**src/rtl/sum_accum_if.sv**
```systemverilog
// Handshake bundle for sum_accum: sum input stream plus block-total output stream.
interface sum_accum_if #(
    parameter int IN_W  = 4,
    parameter int ACC_W = 8
);
    logic             in_valid;
    logic             in_ready;
    logic [IN_W-1:0]  in_data;
    logic             out_valid;
    logic             out_ready;
    logic [ACC_W-1:0] out_data;
    logic             out_ovf;
    logic             busy;

    modport master (
        output in_valid, in_data, out_ready,
        input  in_ready, out_valid, out_data, out_ovf, busy
    );

    modport slave (
        input  in_valid, in_data, out_ready,
        output in_ready, out_valid, out_data, out_ovf, busy
    );
endinterface

```
**src/rtl/sum_accum.sv**
```systemverilog
// Accumulates N adder sums per block and hands out one total per block.
// Define SUM_ACCUM_SAT_EN to saturate on overflow instead of wrapping.
module sum_accum #(
    parameter int IN_W  = 4,
    parameter int ACC_W = 8,
    parameter int N     = 4
) (
    input logic        clk,
    input logic        rst_n,
    sum_accum_if.slave bus
);
    localparam int CW  = $clog2(N + 1);
    localparam int PAD = ACC_W + 1 - IN_W;
    localparam logic [CW-1:0] LAST = CW'(N - 1);

    typedef enum logic {COLLECT, HOLD} state_t;

    state_t           state;
    logic [CW-1:0]    cnt;
    logic [ACC_W-1:0] acc;
    logic             ovf;
    logic [ACC_W:0]   sum;

    assign sum = {1'b0, acc} + {{PAD{1'b0}}, bus.in_data};

    always_ff @(posedge clk) begin
        if (!rst_n) begin
            state <= COLLECT;
            cnt   <= '0;
            acc   <= '0;
            ovf   <= 1'b0;
        end else begin
            unique case (state)
                COLLECT: begin
                    if (bus.in_valid) begin
                        cnt <= cnt + 1'b1;
`ifdef SUM_ACCUM_SAT_EN
                        // once saturated, the block total stays pinned
                        if (sum[ACC_W] || ovf)
                            acc <= '1;
                        else
                            acc <= sum[ACC_W-1:0];
`else
                        acc <= sum[ACC_W-1:0];
`endif
                        if (sum[ACC_W])
                            ovf <= 1'b1;
                        if (cnt == LAST)
                            state <= HOLD;
                    end
                end
                HOLD: begin
                    if (bus.out_ready) begin
                        state <= COLLECT;
                        cnt   <= '0;
                        acc   <= '0;
                        ovf   <= 1'b0;
                    end
                end
                default: state <= COLLECT;
            endcase
        end
    end

    assign bus.in_ready  = (state == COLLECT);
    assign bus.out_valid = (state == HOLD);
    assign bus.out_data  = acc;
    assign bus.out_ovf   = ovf;
    assign bus.busy      = (cnt != '0) || (state == HOLD);
endmodule
```
**src/flat_wrapper.sv**
```systemverilog
// flat-port wrapper written by rule: the top's interface ports become plain ports
module sum_accum_flat 
#(
    parameter int IN_W  = 4,
    parameter int ACC_W = 8,
    parameter int N     = 4
)
  (clk, rst_n, bus_in_valid, bus_in_data, bus_out_ready, bus_in_ready, bus_out_valid, bus_out_data, bus_out_ovf, bus_busy);
  sum_accum_if #(.IN_W(IN_W), .ACC_W(ACC_W)) bus_i ();
  input logic clk;
  input logic rst_n;
  input wire logic [$bits(bus_i.in_valid)-1:0] bus_in_valid;
  input wire logic [$bits(bus_i.in_data)-1:0] bus_in_data;
  input wire logic [$bits(bus_i.out_ready)-1:0] bus_out_ready;
  output wire logic [$bits(bus_i.in_ready)-1:0] bus_in_ready;
  output wire logic [$bits(bus_i.out_valid)-1:0] bus_out_valid;
  output wire logic [$bits(bus_i.out_data)-1:0] bus_out_data;
  output wire logic [$bits(bus_i.out_ovf)-1:0] bus_out_ovf;
  output wire logic [$bits(bus_i.busy)-1:0] bus_busy;
  assign bus_i.in_valid = bus_in_valid;
  assign bus_i.in_data = bus_in_data;
  assign bus_i.out_ready = bus_out_ready;
  assign bus_in_ready = bus_i.in_ready;
  assign bus_out_valid = bus_i.out_valid;
  assign bus_out_data = bus_i.out_data;
  assign bus_out_ovf = bus_i.out_ovf;
  assign bus_busy = bus_i.busy;
  sum_accum #(.IN_W(IN_W), .ACC_W(ACC_W), .N(N)) u_core (.clk(clk), .rst_n(rst_n), .bus(bus_i));
endmodule
```
**config.mk**
```make
export PLATFORM = sky130hd
export DESIGN_NAME = sum_accum_flat
export DESIGN_NICKNAME = d
export VERILOG_FILES = /design/src/rtl/sum_accum_if.sv /design/src/rtl/sum_accum.sv /design/src/flat_wrapper.sv
export SDC_FILE = /design/constraint.sdc
export NUM_CORES = 1
export LEC_CHECK = 0
export ABC_CLOCK_PERIOD_IN_PS = 4200
export CAP_MARGIN = 10
export CORE_UTILIZATION = 40
export DETAILED_ROUTE_END_ITERATION = 7
export PLACE_DENSITY = 0.68
export REMOVE_ABC_BUFFERS = 1
export SETUP_SLACK_MARGIN = 0.15
export SLEW_MARGIN = 30
export SYNTH_ARGS = -nofsm -noshare
export SYNTH_HDL_FRONTEND = slang
export SYNTH_SLANG_ARGS = --single-unit
```
**constraint.sdc**
```tcl
create_clock -name clk -period 4.2 [get_ports clk]
set_input_delay 0.42 -clock clk [delete_from_list [all_inputs] [get_ports clk]]
set_output_delay 0.42 -clock clk [all_outputs]
set_load 0.05 [all_outputs]
```
==> qor.csv <==
stage;metric;value;unit
run_status;status;completed;
sta;worst_pin_slew;569;ps
floorplanning;start_util;0.425;
grt;grt_max_degree;11;
layout;area_growth;33.6;%
sta;drv_slew;0;
placement;dp.final_hpwl;1020;um
power;peakVddDrop;172;uV
setup_path;r2r_start;u_core.bus.out_data[0];
setup_path;cp_max_fo;4;
setup_path;critPathLaunchType;flip-flop;
detailed_routing;highest_layer;met4;
setup_path;crit_path_end_kind;primary output;
synth;synth_warnings;0;
sta;rsz0062_at_grt;false;
floorplanning;die_width;44.6;um
sta;finalCriticalPeriod;2180;ps
synth;yosysUniqueCellTypes;29;
worst_hold_path;hold_end;u_core.bus.out_ovf;
grt;grt_remaining_overflow;0;
worst_hold_path;whs_path_depth;2;
cts;clockBufferDepth;2;
sta;fin_hold_ws;451;ps
grt;grt_pass1_wl;2190;um
setup_path;cp.arrival;1760;ps
cts;htreeDepth;1;
setup_path;r2r_slack;2440;ps
floorplanning;coreArea;0.00171;mm2
detailed_routing;wl_met1;663;um
run;cap_violations;0;
setup_path;reg2reg_depth;6;
sta;layout_setup_ws;2020;ps
detailed_routing;wl;1340;um
grt;grt_pass1_vias;552;
setup_path;setup.worst_path.class;reg -> out;
cts;ctsResizeCount;0;
sta;setup_viol;0;
power;power_density;303;mW/mm2
detailed_routing;num_vias;642;
detailed_routing;first_pass_iters;4;
floorplanning;dieArea;0.00199;mm2
sta;fin_skew;2.73;ps
synth;synth_area;726;um2
setup_path;startpoint;u_core.cnt[0];
cts;clk_pin_slew;80;ps
detailed_routing;postRouteAntennaNets;0;
cts;post_cts_buffers;0;
sta;finalCritPeriodShare;0.519;
cts;ctsHoldBuffers;0;
detailed_routing;drt_iter0_drc;19;
worst_hold_path;worstHoldStart;u_core.bus.out_ovf;
layout;drive_above_1_share;0.0588;
layout;fill_cells;153;
floorplanning;core.rowCount;15;
worst_hold_path;hp-class;reg -> reg;
cts;cts_tree;done;
grt;grt_antenna_before_repair;0;
cts;cts_buffers;3;
detailed_routing;remaining_drc_errors;0;
placement;dp_slack;1950;ps
synth;synth_seq_cells;13;
floorplanning;dieHeight;44.6;um
synth;syn_inst;80;
cts;cts_root_buffer;clkbuf_4;
floorplanning;io_pins;20;
cts;clock_sinks;13;
detailed_routing;route.met2.wl;593;um
sta;finalSetupTns;0;ps
placement;io_buffers;19;
detailed_routing;avgViaCountPerCell;5.06;
setup_path;rr_endpoint;u_core.bus.out_data[6];
layout;diodes;0;
grt;grt_use_total;0.151;
detailed_routing;wl_per_cell;10.6;um
detailed_routing;wl_met3;69;um
sta;fmax;0.459;GHz
cts;clk_latency;260;ps
layout;layout_common_cells;clkdlybuf4s50_1, dfxtp_1, a21oi_1, ha_1;
synth;synth_area_per_cell;9.07;um2
sta;slew_headroom;0.613;
setup_path;cp.required;3780;ps
synth;ys_seq_area_frac;0.359;
layout;finalNetCount;119;
sta;finalHoldViolCount;0;
placement;gp_congestion;0.730;
power;leakage;0.423;nW
layout;final_common_cell;clkdlybuf4s50_1;
-- metrics by stage --
step                cells  utilization  power, W  cell area [um2]
floorplan              79            -  0.000194              722
global placement      123        0.552  0.000222              943
detailed placement    123        0.552  0.000222              943
CTS                   127        0.568  0.000298              970
global route          127        0.568  0.000312              970
finish                127        0.568  0.000294              970
-- kinds of logic (layout without fill, tap and decap cells) --
group / after synthesis / count (layout) / share of synthesized area
and+or+nand+nor: 25 / 25 / 0.198
DFF: 13 / 13 / 0.359
buffers and inverters: 6 / 28 / 0.0310
xor gates and xnor gates: 1 / 1 / 0.0121
AOI/OAI and AO/OA: 26 / 26 / 0.233
adders and majority gates: 8 / 8 / 0.148
muxes: 1 / 1 / 0.0190
-- where the power goes --
| part | switching [W] | total [W] | internal, W |
|---|---|---|---|
| sequential | 0.00000673 | 0.000136 | 0.000130 |
| clock | 0.0000377 | 0.0000743 | 0.0000367 |
| combinational | 0.0000485 | 0.0000831 | 0.0000346 |
| total | 0.0000929 | 0.000294 | 0.000201 |
-- routing by layer --
metal | vias to the layer above | GRT usage
li1 | 332 | -
met5 | - | 0
met1 | 293 | 0.192
met4 | 0 | 0.0727
met3 | 2 | 0.0408
met2 | 15 | 0.235
-- sequential cells by signal (all words and copies together), names as in the netlist --
name,cells
u_core.bus.out_data,8
u_core.cnt,3
u_core.bus.out_ovf,1
u_core.bus.out_valid,1
-- how the worst max path moves through the flow --
stage / endpoint / cells after the start
after floorplan: bus_busy / 2
after CTS: bus_busy / 4
after global placement: u_core.bus.out_data[6] / 7
after global routing: bus_busy / 4
after detailed placement: u_core.bus.out_ovf / 7
final: bus_busy / 4
-- synth_stat cells --
library cell | n | area, um2
a21o_1 | 2 | 15.0
xor2_1 | 1 | 8.76
nand2_1 | 5 | 18.8
a31o_2 | 1 | 8.76
a21boi_0 | 1 | 7.51
o211ai_1 | 1 | 7.51
a31oi_1 | 1 | 6.26
nor2_1 | 5 | 18.8
a22oi_1 | 4 | 30.0
fa_1 | 1 | 20.0
and2b_1 | 1 | 7.51
clkbuf_1 | 1 | 3.75
nand3_1 | 3 | 15.0
inv_1 | 5 | 18.8
a21oi_1 | 7 | 35.0
nor2b_1 | 5 | 31.3
mux2i_2 | 1 | 13.8
o21ai_0 | 4 | 20.0
or3_1 | 2 | 12.5
dfxtp_1 | 13 | 260
nand3b_4 | 1 | 20.0
and2_1 | 1 | 6.26
ha_1 | 7 | 87.6
a211oi_1 | 2 | 15.0
o21bai_1 | 1 | 7.51
nand3b_1 | 1 | 7.51
o22ai_1 | 1 | 6.26
nand2b_1 | 1 | 6.26
a41o_1 | 1 | 10.0
-- layout make-up --
type	instances	area [um2]	share of cell area
multi-input combinational	61	443	0.457
sequential	13	260	0.268
timing repair buffer	19	190	0.196
tap	25	31.3	0.0323
clock buffer	4	26.3	0.0271
inverter	5	18.8	0.0194
-- worst max-delay path: stages, from the launching register on --
cell,delay [ps]
dfxtp_1,380
inv_1,60
ha_1,190
nand3_1,70
clkdlybuf4s50_1,790
(Power assumes the default switching activity.)
